==> src/rtl/display_pkg.sv <==
// display_pkg: shared FSM states, segment patterns and the digit encoder
package display_pkg;
  typedef enum logic [1:0] {IDLE, CONVERT, COMMIT} state_t;
  localparam logic [6:0] SEG_0     = 7'b0111111;
  localparam logic [6:0] SEG_1     = 7'b0000110;
  localparam logic [6:0] SEG_2     = 7'b1011011;
  localparam logic [6:0] SEG_3     = 7'b1001111;
  localparam logic [6:0] SEG_4     = 7'b1100110;
  localparam logic [6:0] SEG_5     = 7'b1101101;
  localparam logic [6:0] SEG_6     = 7'b1111101;
  localparam logic [6:0] SEG_7     = 7'b0000111;
  localparam logic [6:0] SEG_8     = 7'b1111111;
  localparam logic [6:0] SEG_9     = 7'b1101111;
  localparam logic [6:0] SEG_BLANK = 7'b0000000;
  function automatic logic [6:0] seg7_encode(input logic [3:0] d);
    case (d)
      4'd0:    return SEG_0;
      4'd1:    return SEG_1;
      4'd2:    return SEG_2;
      4'd3:    return SEG_3;
      4'd4:    return SEG_4;
      4'd5:    return SEG_5;
      4'd6:    return SEG_6;
      4'd7:    return SEG_7;
      4'd8:    return SEG_8;
      4'd9:    return SEG_9;
      default: return SEG_BLANK;
    endcase
  endfunction
endpackage

==> src/rtl/bin2bcd_serial.sv <==
// bin2bcd_serial: shift-add-3 converter, one input bit per cycle, 10 cycles per value
module bin2bcd_serial (
  input  logic        clk,
  input  logic        rst,
  input  logic        start_i,
  input  logic [9:0]  bin_i,
  output logic        done_o,
  output logic [15:0] bcd_o
);
  logic [25:0] sr_q, sr_d, adj;
  logic [3:0]  cnt_q;
  logic        busy_q;
  // done marks the cycle whose edge performs the tenth and final shift
  assign done_o = busy_q && cnt_q == 4'd9;
  assign bcd_o  = sr_q[25:10];
  // add 3 to every BCD nibble that is 5 or more, then shift the whole register left
  always_comb begin
    adj = sr_q;
    for (int i = 0; i < 4; i++)
      adj[10+4*i +: 4] = sr_q[10+4*i +: 4] >= 4'd5 ? sr_q[10+4*i +: 4] + 4'd3 : sr_q[10+4*i +: 4];
    sr_d = {adj[24:0], 1'b0};
  end
  // load on start, otherwise shift while busy; result stays put once idle
  always_ff @(posedge clk) begin
    if (rst) begin
      sr_q   <= '0;
      cnt_q  <= '0;
      busy_q <= 1'b0;
    end else if (start_i) begin
      sr_q   <= {16'd0, bin_i};
      cnt_q  <= '0;
      busy_q <= 1'b1;
    end else if (busy_q) begin
      sr_q   <= sr_d;
      cnt_q  <= cnt_q + 4'd1;
      busy_q <= !done_o;
    end
  end
endmodule

==> src/rtl/display_scan_controller.sv <==
// display_scan_controller: accepts a binary value, converts it to BCD and scans three 7-segment digits
module display_scan_controller
  import display_pkg::*;
#(
  parameter int SCAN_DIV = 50000,
  parameter bit BLANK_LZ = 1'b0
) (
  input  logic       clk,
  input  logic       rst,
  input  logic [9:0] num,
  input  logic       num_valid,
  output logic       num_ready,
  output logic [6:0] seg,
  output logic [2:0] an,
  output logic       ovf,
  output logic       upd
);
  localparam int PW = $clog2(SCAN_DIV);
  state_t        state_q, state_d;
  logic          start, done, blank;
  logic [15:0]   bcd;
  logic [3:0]    u_q, t_q, h_q, dig;
  logic          ovf_q, upd_q;
  logic [PW-1:0] pre_q;
  logic [1:0]    idx_q;
  logic [6:0]    seg_q;
  logic [2:0]    an_q;
  bin2bcd_serial u_conv (
    .clk     (clk),
    .rst     (rst),
    .start_i (start),
    .bin_i   (num),
    .done_o  (done),
    .bcd_o   (bcd)
  );
  assign num_ready = state_q == IDLE;
  assign ovf       = ovf_q;
  assign upd       = upd_q;
  assign seg       = seg_q;
  assign an        = an_q;
  // accept in IDLE, wait for the converter's final shift, then commit for one cycle
  always_comb begin
    start   = state_q == IDLE && num_valid;
    state_d = state_q == IDLE    ? (num_valid ? CONVERT : IDLE) :
              state_q == CONVERT ? (done ? COMMIT : CONVERT) : IDLE;
  end
  // FSM state register
  always_ff @(posedge clk) begin
    if (rst) state_q <= IDLE;
    else     state_q <= state_d;
  end
  // digit registers only change on COMMIT, so the display never shows a partial result
  always_ff @(posedge clk) begin
    if (rst) begin
      u_q   <= '0;
      t_q   <= '0;
      h_q   <= '0;
      ovf_q <= 1'b0;
      upd_q <= 1'b0;
    end else begin
      upd_q <= state_q == COMMIT;
      if (state_q == COMMIT) begin
        u_q   <= bcd[3:0];
        t_q   <= bcd[7:4];
        h_q   <= bcd[11:8];
        ovf_q <= bcd[15:12] != 4'd0;
      end
    end
  end
  // free-running prescaler steps the scan index units -> tens -> hundreds
  always_ff @(posedge clk) begin
    if (rst) begin
      pre_q <= '0;
      idx_q <= '0;
    end else if (pre_q == PW'(SCAN_DIV - 1)) begin
      pre_q <= '0;
      idx_q <= idx_q == 2'd2 ? 2'd0 : idx_q + 2'd1;
    end else begin
      pre_q <= pre_q + 1'b1;
    end
  end
  // leading-zero blanking applies only to hundreds and tens
  always_comb begin
    dig   = idx_q == 2'd2 ? h_q : idx_q == 2'd1 ? t_q : u_q;
    blank = BLANK_LZ && ((idx_q == 2'd2 && h_q == 4'd0) || (idx_q == 2'd1 && h_q == 4'd0 && t_q == 4'd0));
  end
  // seg and an registered together from the same index so they always switch on one edge
  always_ff @(posedge clk) begin
    if (rst) begin
      an_q  <= 3'b001;
      seg_q <= SEG_0;
    end else begin
      an_q  <= 3'b001 << idx_q;
      seg_q <= blank ? SEG_BLANK : seg7_encode(dig);
    end
  end
endmodule

==> config.mk <==
export PLATFORM = sky130hd
export DESIGN_NAME = display_scan_controller
export DESIGN_NICKNAME = d
export VERILOG_FILES = /design/src/rtl/display_pkg.sv /design/src/rtl/bin2bcd_serial.sv /design/src/rtl/display_scan_controller.sv
export SDC_FILE = /design/constraint.sdc
export NUM_CORES = 1
export LEC_CHECK = 0
export BUFFER_PORTS_ARGS = -buffer_cell sky130_fd_sc_hd__clkbuf_2
export CAP_MARGIN = 20
export CELL_PAD_IN_SITES_DETAIL_PLACEMENT = 1
export CELL_PAD_IN_SITES_GLOBAL_PLACEMENT = 2
export CORE_AREA = 3 3 97 99
export DETAILED_ROUTE_END_ITERATION = 10
export DIE_AREA = 0 0 100 102
export PLACE_DENSITY_LB_ADDON = 0.1
export SLEW_MARGIN = 25
export SYNTH_ARGS = -nofsm -noshare
export SYNTH_HDL_FRONTEND = slang
export SYNTH_SLANG_ARGS = --single-unit
export TNS_END_PERCENT = 100
==> constraint.sdc <==
create_clock -name clk -period 4.5 [get_ports clk]
set_clock_uncertainty 0.05 [all_clocks]
set_input_delay 0.45 -clock clk [delete_from_list [all_inputs] [get_ports clk]]
set_output_delay 0.45 -clock clk [all_outputs]
set_load 0.1 [all_outputs]
==> key figures <==
Worst setup path
  – Startpoint Class: flip-flop
  – Critical Path Stages: 5
  – CP cell instances: xor2_1, o211ai_1, ha_1, a21o_1, a31o_2
  – Setup CP Type: flip-flop to flip-flop
  – Arrival time at the worst endpoint: 2.36 ns
  – Worst reg2reg path startpoint: idx_q[0]
  – Reg2Reg Capture Point: seg[3]
  – WP buf/inv: 0
  – Crit path required time: 4.69 ns
  – Crit-path slowest cell: dfxtp_1
  – CP max FO: 13
  – Max incr delay on CP: 0.63 ns
  – CP endpoint: seg[3]
  – Register-to-Register Path Depth: 5
  – R2R Setup Slk: 2.33 ns
  – Critical Path Source: idx_q[0]
  – Critical Path End Type: flip-flop
  – Top delay family on crit path: compound AO/OA/AOI/OAI gates

STA
  – Slew Limit Fails: 0
  – Fin crit share: 0.4831
  – Minimum clock period: 2.174 ns
  – TNS Setup: 0 ns
  – Fmax: 460.0 MHz
  – RSZ-0062 raised after global routing: false
  – Final setup fails: 0
  – Fin. Hold Viols: 0
  – Slew Limit Headroom: 0.4633
  – Slew @ Worst Pin: 0.8051 ns

Synthesis
  – Async set or reset register ratio after synthesis: 0
  – EDFF count, synth: 0
  – Cell taking the most area after synthesis: dfxtp_1
  – Ys flop type: dfxtp_1
  – Post-synth cell types: 43
  – Top post-synthesis cells by area: dfxtp_1 (44%), mux2i_1 (6.5%), ha_1 (5.5%)
  – Post-synth top cells: dfxtp_1 (75), nor2_1 (48), nand2_1 (46)
  – Synth Cell Area: 3413 µm²
  – Synth Net Count: 414
  – Sequential cell area fraction in the yosys report: 0.4399
  – Syn Area/Cell: 8.843 µm²
  – Yosys reg bits: 75
  – Top-count cell post-synth: dfxtp_1
  – Ys Warns: 0
  – Top cell type's share of synthesized area: 0.4399
  – Mapped Cells: 386

Floorplan
  – Die H: 102 µm
  – DIE AREA: 10200 µm²
  – # rows: 34
  – Initial Utilization: 0.3952
  – Chip width: 100 µm
  – Core area: 8636 µm²
  – I/O pin cnt: 26

Drt
  – WL per Instance: 13.25 µm
  – Antenna Nets Post-Route: 0
  – Vias: 2584
  – Drt via density: 4.998
  – Detailed Routing Iterations Pass 1: 4
  – Final WL: 6.851 mm
  – DRC: 0
  – Starting DRT DRC Count: 57

Power and ir drop
  – LEAKAGE: 1.424 nW
  – Peak VDD IR: 189.1 µV
  – Power density over the cells: 352.5 nW/µm²

Finish
  – Diodes inserted: 0
  – Area of the multi-input gates: 1754 µm²
  – Nets: 432
  – Layout cell share with drive strength beyond 1: 0.1149
  – Fin cells: 517
  – Area growth syn-to-layout: 11.66%
  – Fillcell total: 1046
  – Sequential cell area: 1501 µm²

Clock network
  – CTS H-tree depth: 3
  – Skew-Pair Late Insertion Delay: 0.34 ns
  – Reg clk slew, reported paths: 0.08 ns
  – Post_cts resized: 0
  – Clock root buffer: clkbuf_8
  – Clock buffer depth: 2
  – CTS tree: done
  – Cts bufs inserted: 9
  – Cts hold-fix bufs: 0
  – Setup bufs post-CTS: 0
  – CTS sink cnt: 75

GRT
  – Largest net degree at the start of global routing: 34
  – First-pass GRT wire length: 11.75 mm
  – GRT Util Overall: 0.1450
  – Antenna violations before repair: 0
  – Total grt overflow: 0
  – Vias in the first global route: 2530

Placed design
  – Final GP Congestion: 0.7462
  – DP Cell Count: 501
  – Buffers on Ports: 25
  – HPWL after DPL: 4.829 mm

Worst hold path
  – Tightest Hold Check Type: primary input to flip-flop

Status
  – Status: completed

Flow run
  – Max-Cap Viols: 0
==> worst reg2reg max path, delay by kind of cell, from the launching register on <==
family                     cells  cell delay (ns)
AOI/OAI and AO/OA              3             0.90
DFF                            1             0.63
adders and majority gates      1             0.34
xor gates and xnor gates       1             0.16
==> logic make-up (layout without fill, tap and decap cells) <==
logic type,Yosys count,count (layout),share of synthesized area
AND/OR/NAND/NOR,152,152,0.2119
AO/OA/AOI/OAI,61,61,0.1107
adder cells (fa/ha/maj),15,15,0.05499
multiplexers,24,24,0.07221
XOR/XNOR,25,25,0.06415
buffers and inverters,34,57,0.04618
flip-flops,75,75,0.4399
==> power breakdown <==
group	total, W	internal, W	leakage [nW]	switching (W)
Clock	0.000586	0.000342	0.113	0.000244
Sequential	0.000689	0.000677	0.608	0.0000124
Combinational	0.0000685	0.0000267	0.704	0.0000418
==> cell type report <==
cell class / instances / area share
clock inverters: 4 / 0.01904
multi-input cells: 277 / 0.4603
well taps: 108 / 0.03546
repair buffers: 27 / 0.03677
clock buffers: 12 / 0.04071
inverters: 14 / 0.01379
flip-flops and latches: 75 / 0.3940
==> routing by layer <==
layer | GRT usage | vias to the layer above | wire [µm]
met3 | 0.04096 | 5 | 165
li1 | - | 1345 | -
met2 | 0.2247 | 18 | 3108
met1 | 0.1941 | 1216 | 3506
met5 | 0 | - | 0
met4 | 0.05181 | 0 | 71
==> state kept, by name, summed over array words and instances, names as in the netlist <==
name	cells
u_conv.sr_q	26
an	3
seg	7
pre_q	16
idx_q	2
u_q	4
u_conv.busy_q	1
state_q	2
u_conv.cnt_q	4
upd	1
ovf	1
t_q	4
h_q	4
==> metrics by stage <==
| step | util | setup WS, ns | total power [W] | instance area (µm²) | hold WS (ns) |
|---|---|---|---|---|---|
| 2_1_floorplan | - | 1.892 | 0.0007574 | 3413 | 0.3762 |
| 3_3_place_gp | 0.4150 | 2.322 | 0.0007729 | 3583 | 0.3953 |
| 3_5_place_dp | 0.4150 | 2.282 | 0.0007750 | 3583 | 0.4062 |
| 4_1_cts | 0.4413 | 2.323 | 0.001371 | 3811 | 0.2910 |
| 5_1_grt | 0.4413 | 2.033 | 0.001409 | 3811 | 0.2913 |
| 6_report | 0.4413 | 2.326 | 0.001343 | 3811 | 0.3155 |
==> placed cells by master, fill, tap and decap left out, types with 2 or more instances in the layout <==
cell type and count:
a211oi_1 12, a21o_1 5, a21oi_1 27, and3_1 4, and4_1 3, buf_4 2, bufinv_16 2, clkbuf_2 25
clkbuf_8 11, dfxtp_1 75, ha_1 15, inv_1 14, mux2i_1 22, nand2_1 46, nand2b_1 14, nand3_1 14
nand3b_1 5, nand4_1 3, nor2_1 48, nor3_1 3, nor4b_1 2, o211ai_1 4, o21ai_0 8, or3b_1 2
xnor2_1 13, xor2_1 12
==> worst min-delay path by stage <==
stage,from,end,cells past startpoint
finish,num_valid,u_conv.sr_q[0],3
global route,num[0],u_conv.sr_q[0],3
CTS,num_valid,u_conv.sr_q[0],3
detailed placement,pre_q[0],pre_q[0],1
global placement,pre_q[0],pre_q[0],1
floorplan,pre_q[0],pre_q[0],1
Note: power is estimated with default switching activity, not from simulation.
